<file path="src/rtl/commit_buffer_pkg.sv">
// Shared constants and helpers for the commit buffer and its storage FIFO.
package commit_buffer_pkg;

  // Opcode of the simulation-trap instruction that ends a run.
  localparam logic [6:0] InstTrap = 7'h6b;

  localparam int unsigned MaxNRet = 4;

  // Pointer width: one extra MSB distinguishes full from empty.
  function automatic int unsigned ptr_w(input int unsigned depth);
    return $clog2(depth) + 1;
  endfunction

  function automatic logic is_trap(input logic [31:0] inst);
    return inst[6:0] == InstTrap;
  endfunction

endpackage

</file>
<file path="src/rtl/commit_fifo.sv">
// Circular entry store with one push port and NRet combinational read ports at rd_ptr+i.
module commit_fifo
  import commit_buffer_pkg::*;
#(
  parameter int unsigned Width = 8,
  parameter int unsigned Depth = 8,
  parameter int unsigned NRet  = 2,
  localparam int unsigned PtrW = ptr_w(Depth),
  localparam int unsigned AddrW = PtrW - 1
) (
  input  logic             clk_i,
  input  logic             rst_i,
  input  logic             push_i,
  input  logic [Width-1:0] push_data_i,
  input  logic [PtrW-1:0]  pop_cnt_i,
  output logic [Width-1:0] rd_data_o [NRet],
  output logic [PtrW-1:0]  count_o,
  output logic             full_o
);

  logic [PtrW-1:0]  wr_ptr_q, rd_ptr_q;
  logic [Width-1:0] mem_q [Depth];

  always_ff @(posedge clk_i) begin
    if (rst_i) begin
      wr_ptr_q <= '0;
      rd_ptr_q <= '0;
    end else begin
      wr_ptr_q <= wr_ptr_q + PtrW'(push_i);
      rd_ptr_q <= rd_ptr_q + pop_cnt_i;
    end
  end

  // Storage needs no reset: pointers alone define which entries are live.
  always_ff @(posedge clk_i) begin
    if (push_i) begin
      mem_q[wr_ptr_q[AddrW-1:0]] <= push_data_i;
    end
  end

  for (genvar i = 0; i < NRet; i++) begin : g_rd
    assign rd_data_o[i] = mem_q[rd_ptr_q[AddrW-1:0] + AddrW'(i)];
  end

  assign count_o = wr_ptr_q - rd_ptr_q;
  assign full_o  = (wr_ptr_q[PtrW-1] != rd_ptr_q[PtrW-1]) &&
                   (wr_ptr_q[AddrW-1:0] == rd_ptr_q[AddrW-1:0]);

endmodule

</file>
<file path="src/rtl/commit_buffer.sv">
// Retire-to-difftest commit queue: buffers retired instructions and presents up to NRET
// per cycle, halting permanently once a trap instruction commits.
module commit_buffer
  import commit_buffer_pkg::*;
#(
  parameter int unsigned     XLEN     = 64,
  parameter int unsigned     DEPTH    = 8,
  parameter int unsigned     NRET     = 2,
  parameter logic [XLEN-1:0] PC_START = XLEN'(64'h8000_0000)
) (
  input  logic                 clock,
  input  logic                 reset,
  input  logic                 in_valid,
  output logic                 in_ready,
  input  logic [XLEN-1:0]      in_pc,
  input  logic [31:0]          in_inst,
  input  logic                 in_wen,
  input  logic [4:0]           in_wdest,
  input  logic [XLEN-1:0]      in_wdata,
  input  logic                 in_skip,
  input  logic [XLEN-1:0]      in_a0,
  input  logic                 cmt_en,
  output logic [NRET-1:0]      cmt_valid,
  output logic [NRET*XLEN-1:0] cmt_pc,
  output logic [NRET*32-1:0]   cmt_inst,
  output logic [NRET-1:0]      cmt_wen,
  output logic [NRET*8-1:0]    cmt_wdest,
  output logic [NRET*XLEN-1:0] cmt_wdata,
  output logic [NRET-1:0]      cmt_skip,
  output logic                 trap_valid,
  output logic [7:0]           trap_code,
  output logic [XLEN-1:0]      trap_pc,
  output logic                 halted,
  output logic                 overflow,
  output logic [63:0]          cycle_cnt,
  output logic [63:0]          instr_cnt
);

  localparam int unsigned PtrW = ptr_w(DEPTH);
  // Entry layout, LSB first: code[8], trap, skip, wdata, wdest[5], wen, inst[32], pc.
  localparam int unsigned EntW  = 2 * XLEN + 48;
  localparam int unsigned OffWd = 10;
  localparam int unsigned OffDs = OffWd + XLEN;
  localparam int unsigned OffWe = OffDs + 5;
  localparam int unsigned OffIn = OffWe + 1;
  localparam int unsigned OffPc = OffIn + 32;

  logic [EntW-1:0] push_data;
  logic [EntW-1:0] rd_data [NRET];
  logic [PtrW-1:0] count, pop_n;
  logic            full, push, trap_hit, stop;
  logic [XLEN-1:0] trap_pc_d;
  logic [7:0]      trap_code_d;

  logic [NRET-1:0]      cmt_valid_q, cmt_wen_q, cmt_skip_q;
  logic [NRET*XLEN-1:0] cmt_pc_q, cmt_wdata_q;
  logic [NRET*32-1:0]   cmt_inst_q;
  logic [NRET*8-1:0]    cmt_wdest_q;
  logic                 trap_valid_q, halted_q, overflow_q;
  logic [7:0]           trap_code_q;
  logic [XLEN-1:0]      trap_pc_q;
  logic [63:0]          cycle_cnt_q, instr_cnt_q;

  assign in_ready  = !reset && !halted_q && !full;
  assign push      = in_valid && in_ready;
  assign push_data = {in_pc, in_inst, in_wen, in_wdest, in_wdata,
                      in_skip || (in_pc == PC_START), is_trap(in_inst), in_a0[7:0]};

  commit_fifo #(
    .Width (EntW),
    .Depth (DEPTH),
    .NRet  (NRET)
  ) u_fifo (
    .clk_i       (clock),
    .rst_i       (reset),
    .push_i      (push),
    .push_data_i (push_data),
    .pop_cnt_i   (pop_n),
    .rd_data_o   (rd_data),
    .count_o     (count),
    .full_o      (full)
  );

  // Pop the oldest min(count, NRET) entries, stopping after the first trap.
  always_comb begin
    pop_n       = '0;
    trap_hit    = 1'b0;
    stop        = 1'b0;
    trap_pc_d   = '0;
    trap_code_d = '0;
    if (cmt_en && !halted_q) begin
      for (int i = 0; i < NRET; i++) begin
        if (!stop && (PtrW'(i) < count)) begin
          pop_n = PtrW'(i + 1);
          if (rd_data[i][8]) begin
            stop        = 1'b1;
            trap_hit    = 1'b1;
            trap_pc_d   = rd_data[i][OffPc +: XLEN];
            trap_code_d = rd_data[i][7:0];
          end
        end
      end
    end
  end

  always_ff @(posedge clock) begin
    if (reset) begin
      cmt_valid_q  <= '0;
      cmt_pc_q     <= '0;
      cmt_inst_q   <= '0;
      cmt_wen_q    <= '0;
      cmt_wdest_q  <= '0;
      cmt_wdata_q  <= '0;
      cmt_skip_q   <= '0;
      trap_valid_q <= 1'b0;
      trap_code_q  <= '0;
      trap_pc_q    <= '0;
      halted_q     <= 1'b0;
      overflow_q   <= 1'b0;
      cycle_cnt_q  <= '0;
      instr_cnt_q  <= '0;
    end else begin
      cycle_cnt_q  <= cycle_cnt_q + 64'd1;
      instr_cnt_q  <= instr_cnt_q + 64'(pop_n);
      trap_valid_q <= trap_hit;
      for (int i = 0; i < NRET; i++) begin
        cmt_valid_q[i] <= PtrW'(i) < pop_n;
        if (PtrW'(i) < pop_n) begin
          cmt_pc_q[i*XLEN +: XLEN]    <= rd_data[i][OffPc +: XLEN];
          cmt_inst_q[i*32 +: 32]      <= rd_data[i][OffIn +: 32];
          cmt_wen_q[i]                <= rd_data[i][OffWe];
          cmt_wdest_q[i*8 +: 8]       <= {3'b000, rd_data[i][OffDs +: 5]};
          cmt_wdata_q[i*XLEN +: XLEN] <= rd_data[i][OffWd +: XLEN];
          cmt_skip_q[i]               <= rd_data[i][9];
        end
      end
      if (trap_hit) begin
        trap_pc_q   <= trap_pc_d;
        trap_code_q <= trap_code_d;
        halted_q    <= 1'b1;
      end
      if (in_valid && !in_ready && !halted_q) begin
        overflow_q <= 1'b1;
      end
    end
  end

  assign cmt_valid  = cmt_valid_q;
  assign cmt_pc     = cmt_pc_q;
  assign cmt_inst   = cmt_inst_q;
  assign cmt_wen    = cmt_wen_q;
  assign cmt_wdest  = cmt_wdest_q;
  assign cmt_wdata  = cmt_wdata_q;
  assign cmt_skip   = cmt_skip_q;
  assign trap_valid = trap_valid_q;
  assign trap_code  = trap_code_q;
  assign trap_pc    = trap_pc_q;
  assign halted     = halted_q;
  assign overflow   = overflow_q;
  assign cycle_cnt  = cycle_cnt_q;
  assign instr_cnt  = instr_cnt_q;

endmodule

</file>
<file path="config.mk">
export PLATFORM = sky130hd
export DESIGN_NAME = commit_buffer
export DESIGN_NICKNAME = d
export VERILOG_FILES = /design/src/rtl/commit_buffer_pkg.sv /design/src/rtl/commit_fifo.sv /design/src/rtl/commit_buffer.sv
export SDC_FILE = /design/constraint.sdc
export NUM_CORES = 2
export LEC_CHECK = 0
export CORE_MARGIN = 4
export CORE_UTILIZATION = 55
export DETAILED_ROUTE_END_ITERATION = 6
export MAX_ROUTING_LAYER = met4
export PLACE_DENSITY = 0.77
export SLEW_MARGIN = 10
export SYNTH_ARGS = -nofsm -noshare
export SYNTH_HDL_FRONTEND = slang
export SYNTH_HIERARCHICAL = 1
export SYNTH_SLANG_ARGS = --single-unit
export TNS_END_PERCENT = 100
</file>
<file path="constraint.sdc">
create_clock -name clock -period 20.1 [get_ports clock]
set_input_delay 3.015 -clock clock [delete_from_list [all_inputs] [get_ports clock]]
set_output_delay 3.015 -clock clock [all_outputs]
set_load 0.01 [all_outputs]
</file>
# Word-level counts from Yosys, hierarchy flattened

Memory sizes are Yosys's and may differ from the RTL's. A register that Yosys moved wholly into a read port is not among the register bits.
Cells that the tools add are included.

Output and inout bits: 546
Register bits: 547
Bits in writable memories: 1408
Memories: 1
Bits of input ports: 235

Memories:

| name         | words | width | rd ports | clocked after memory_dff | wr ports | RTL line          | RTL |
|---|---|---|---|---|---|---|---|
| u_fifo.mem_q | 8     | 176   | 2        | 1                        | 1        | commit_fifo.sv:22 | `logic [Width-1:0] mem_q [Depth];` |

Equal/unequal tests: 4
Reduce and logical (&&, ||, !) cells: 14
$lt $le $gt $ge: 4
Muxes and demuxes: 22
Add/subtract/negate cells: 6

Operators with widths:

| kind                                                       | count |
|---|---|
| two-way mux 64 bit                                         | 5 |
| adder 64 x 1 -> 64 bit (second input constant)             | 1 |
| adder 64 x 4 -> 64 bit                                     | 1 |
| == test 64 x 32 -> 1 bit (second input constant)           | 1 |
| two-way mux 8 bit                                          | 5 |
| less-than comparator 1 x 4 -> 1 bit (first input constant) | 4 |
| two-way mux 1 bit                                          | 9 |
| logical AND 1 bit                                          | 8 |
| two-way mux 4 bit                                          | 2 |
| == test 7 bit (second input constant)                      | 1 |
| logical NOT 1 bit                                          | 5 |
| adder 4 x 1 -> 4 bit                                       | 1 |
| adder 4 bit                                                | 1 |
| subtractor 4 bit                                           | 1 |
| adder 3 x 1 -> 3 bit (second input constant)               | 1 |
| == test 3 bit                                              | 1 |
| two-way mux 3 bit                                          | 1 |
| logical OR 1 bit                                           | 1 |
| inequality test 1 bit                                      | 1 |

# Depth between registers and ports, before layout

Depth in word-level cells: 10
Depth in mapped cells: 22

# Modules after synthesis

Netlist, hierarchy kept.

By module, submodules not included:

| module        | area each (um^2) | times used | cells an instance |
|---|---|---|---|
| commit_fifo   | 63927.6          | 1          | 3091 |
| commit_buffer | 20789.9          | 1          | 2564 |

# Worst setup path after synthesis

Ideal clock, no wire load.

Path kind: input to register
Start point: in reset
End point: mem u_fifo/mem_q[1][0] in the netlist's numbering, enable pin
Arrival: 15705 ps
Path buffers: 1
Cell stages on the path: 5
Library setup time: 927 ps
Setup slack: 3468 ps
Cell sequence: clkbuf_1 -> nor3_1 -> and2_1 -> nand2_1 -> nor3_1

Cells in the longest elaborated chain, start to end: 6

RTL lines:

| item                                    | RTL line            | RTL |
|---|---|---|
| start, declared                         | commit_buffer.sv:12 | `input logic reset,` |
| logical NOT 1 bit                       | commit_buffer.sv:64 | `assign in_ready = !reset && !halted_q && !full;` |
| logical AND 1 bit (2 in series)         | commit_buffer.sv:64 |  |
| via in_ready                            | commit_buffer.sv:14 | `output logic in_ready,` |
| logical AND 1 bit                       | commit_buffer.sv:65 | `assign push = in_valid && in_ready;` |
| via push                                | commit_buffer.sv:51 | `logic full, push, trap_hit, stop;` |
| two-way mux 1 bit                       | commit_fifo.sv:36   | `if (push_i) begin` |
| two-way mux 1 bit (implied by the code) | commit_fifo.sv:37   | `mem_q[wr_ptr_q[AddrW-1:0]] <= push_data_i;` |
| end, declared                           | commit_fifo.sv:22   |  |

The timed path passes the listed nets, and every way through them passes these cells.

# Final worst setup path

Start point: in reset
End point: out in_ready

Cells in the longest elaborated chain, start to end: 3

RTL lines:

| item                            | RTL line |
|---|---|
| logical NOT 1 bit               | commit_buffer.sv:64 |
| logical AND 1 bit (2 in series) | commit_buffer.sv:64 |
| end, declared                   | commit_buffer.sv:14 |

Every way passes these cells.

==> run_results.csv <==
group,metric,value,unit
sta,finalHoldViolCount,0,
sta,highest_achievable_clock_rate,0.136,GHz
power,power_switching_share,32.1,%
clock_tree,clk-insertion-delay-late,0.80,ns
synth,async_reset_ff_share,0,%
worst_setup_path,critical_path_peak_fanout,110,
sta,finalCriticalPeriod,7.35,ns
worst_setup_path,timing.setup.critical_path_class,"in2out",
placement,finalWeightedCongestion,0.869,
worst_setup_path,cpMaxStageDelayCell,"buf_8",
worst_setup_path,setup.reg_to_reg.worst_slack,13.89,ns
power,irDropWorstVdd,0.119,mV
power,clkPwrFrac,27.9,%
worst_setup_path,cp_data_required_time,17.09,ns
sta,relative_max_transition_margin,20.4,%
synth,yosysTopAreaCell,"edfxtp_1",
job,cap_viol_max_count,0,
worst_setup_path,worst_reg2reg_path_length_in_cells,9,
worst_setup_path,worstSetupEndpoint,"in_ready",
synth,synthTopCellsByCount,"edfxtp_1 (1408), nand2_1 (1253), mux4_2 (704)",
synth,netlist_instances,5655,
synth,yosysUniqueCellTypes,50,
worst_setup_path,worstReg2RegStart,"u_fifo/rd_ptr_q[0]",
power,sequentialPowerShare,38.5,%
placement,numPortBuffers,718,
placement,dp.final_hpwl,135000,um
clock_tree,cts.root.buffer_cell,"clkbuf_16",
synth,synth.cell_area,0.0847,mm2
power,combinational_share_of_power,33.6,%
floorplan,initial_utilization,55.6,%
worst_setup_path,rr_endpoint,"trap_code[1]",
synth,synthMostInstantiatedCell,"edfxtp_1",
floorplan,fp.dieArea,0.160,mm2
synth,synth_enable_flop_cells,1408,
clock_tree,clock_tree.buffer_depth,3,
clock_tree,cts.sinks,1955,
sta,setup_tns,0,ns
worst_setup_path,timing.critical_path.cells,"buf_8, nor3_1, clkdlybuf4s50_1",
floorplan,core_region_area,0.152,mm2
clock_tree,htreeDepth,4,
global_routing,grt_remaining_overflow,0,
detailed_routing,detail_route.drc_violations,0,
min_path,hold_class,"reg2reg",
synth,synth-seq-area-share,62.8,%
sta,drv_slew,0,
clock_tree,cts_repair_resize_count,0,
worst_setup_path,timing.critical_path.slowest_cell_delay,0.58,ns
sta,final.hold.worst_slack,0.452,ns
floorplan,dieWidth,400,um
worst_setup_path,critPathBufInv,2,
worst_setup_path,cpLargestDelayFamily,"buffers and inverters",
sta,skew,0.0441,ns
worst_setup_path,path_depth,3,
worst_setup_path,cp_data_arrival_time,4.34,ns
floorplan,chipHeight,400,um
worst_setup_path,worstSetupStartpointType,"input port",
clock_tree,cts_setup_buffers,0,
finish,fin_nets,6500,
power,internal_power,8.94,mW
sta,rsz_0062_raised_after_global_routing,"no",
global_routing,gr-usage-all-layers,29.1,%
worst_setup_path,worst_setup_path_startpoint,"reset",
floorplan,rows,143,
finish,final_layout_size_suffix_gt1_share,20.0,%
synth,postSynthRegisterBits,1955,
clock_tree,clock_transition_at_path_regs,0.06,ns
detailed_routing,post_drt_wl_per_cell,27.1,um
synth,ys_dominant_reg_cell,"edfxtp_1",
global_routing,grt_pass1_vias,54400,
detailed_routing,detailed_route_iter0_violations,5933,
worst_setup_path,crit_path_end_kind,"output pin",
floorplan,pin_count,781,
detailed_routing,firstDrtPassIters,6,
global_routing,grt_antenna_before_repair,49,
global_routing,pin_count_of_the_biggest_net_entering_global_routing,188,
synth,synth_warnings,6,
clock_tree,cts_tree,"done",
finish,area_delta_synth_final,18.0,%
power,power_per_cell_area,132,mW/mm2
status,status,"complete, no violations",
clock_tree,cts.hold.buffers_added,0,
power,power.static_leakage,32.0,nW
detailed_routing,num_vias,54000,
synth,synth_largest_type_area_fraction,49.9,%
detailed_routing,final_antenna_net_count,0,
detailed_routing,postRouteWirelength,231000,um
min_path,beginning_of_the_worst_hold_path,"cmt_wdata[44]",
clock_tree,cts_made_buffers,192,
synth,synth_top_cells_by_area,"edfxtp_1 (50%), mux4_2 (19%), dfxtp_1 (13%)",
detailed_routing,post_drt_via_cell_ratio,6.35,
sta,setup_viol_count_final,0,
power,p_sw,4.22,mW
global_routing,wire_length_of_the_first_global_routing_pass,345000,um
sta,final_min_period_over_clock_period,36.6,%
synth,synth_area_per_cell,15.0,um2
finish,finalCoreUtilization,65.6,%
sta,worstMarginPinSlew,1.19,ns
-- cell usage in the layout (no fill, tap or decap), types with 6 or more instances in the layout --
master           Yosys  routed
edfxtp_1          1408    1408
nand2_1           1253    1252
clkdlybuf4s50_1      0     717
mux4_2             704     704
dfxtp_1            547     544
a21oi_1            398     398
clkbuf_16            0     199
mux2_2             176     176
nor2_1             170     164
a22o_1              72      72
a22oi_1             72      72
buf_4               43      69
nand4_1             56      56
diode_2              0      51
clkbuf_1           223      51
nand3_1             42      42
o21ai_0             39      39
or3_1               36      36
xor2_1              37      36
xnor2_1             34      34
nor4_1              29      29
or4_1               29      29
clkinv_2             0      29
clkbuf_8             0      24
o31ai_1             21      21
inv_1               18      18
nor3_1              19      17
bufinv_16            0      17
clkinv_1             2      16
and4_1              15      15
and3_1              14      14
ha_1                12      11
nor2b_1             10       9
conb_1               1       8
clkinvlp_4           0       8
buf_12               0       7
nor2_4               0       6
-- power groups by stage --
stage	clock network [mW]	logic (mW)	registers, mW
2_1_floorplan	0	2.68	5.22
3_3_place_gp	0	4.35	5.12
3_5_place_dp	0	4.41	5.14
4_1_cts	3.72	4.45	5.06
5_1_grt	3.91	4.72	5.11
6_report	3.67	4.43	5.07
-- how the worst min path moves through the flow --
stage | cells past startpoint | to
2_1_floorplan | 2 | cmt_inst[0]
3_3_place_gp | 2 | cmt_pc[48]
3_5_place_dp | 2 | cmt_pc[113]
4_1_cts | 2 | cmt_pc[113]
5_1_grt | 2 | cmt_wdata[113]
6_report | 2 | cmt_wdata[44]
-- through the flow --
stage	std cells	power (mW)	cell area (um2)	setup WS, ns
CTS	8447	13.2	99800	12.73
global route	8493	13.7	100000	12.69
finish	8498	13.2	100000	12.75
floorplan	5662	7.89	84700	3.47
detailed placement	8086	9.55	93300	12.26
global placement	8086	9.48	93300	12.41
-- worst register-to-register path, stage by stage (launching register included) --
cell     delay (ns)
dfxtp_4        0.92
ha_4           0.86
buf_12         0.76
buf_4          1.18
buf_4          0.95
mux4_2         0.64
mux2_2         0.27
a22o_1         0.21
a22oi_1        0.18
nor2_1         0.07
-- logic make-up after synthesis --
family          share of synthesized area [%]
buf+inv                                  2.46
simple gates                             8.43
fa+ha+maj                               0.248
mux                                      21.1
xor+xnor                                0.734
flops                                    62.8
other cells                           0.00443
compound gates                           4.24
-- area by class of cell --
cell class	count	area [um2]
inverter	20	87.6
fill	10400	52500
antenna	51	128
clock inverter	85	1030
sequential	1955	53200
clock buffer	276	5520
multi-input combinational	3287	29600
timing repair buffer	794	7850
tap	2030	2540
-- sequential cells by signal (all words and copies together), names as in the netlist --
name,cells
u_fifo/mem_q,1408
cmt_pc,128
cmt_wdata,128
cmt_inst,64
cycle_cnt,64
instr_cnt,64
trap_pc,64
cmt_wdest,10
trap_code,8
u_fifo/rd_ptr_q,4
u_fifo/wr_ptr_q,4
cmt_skip,2
cmt_valid,2
cmt_wen,2
halted,1
overflow,1
trap_valid,1
-- routing by layer --
metal	wire length, um	GRT usage (%)	vias up
met5	0	-	-
met3	24700	7.62	391
li1	-	-	23100
met2	112000	45.6	3005
met1	86900	37.8	27500
met4	6610	8.97	0
Note: power is estimated with default switching activity, not from simulation.
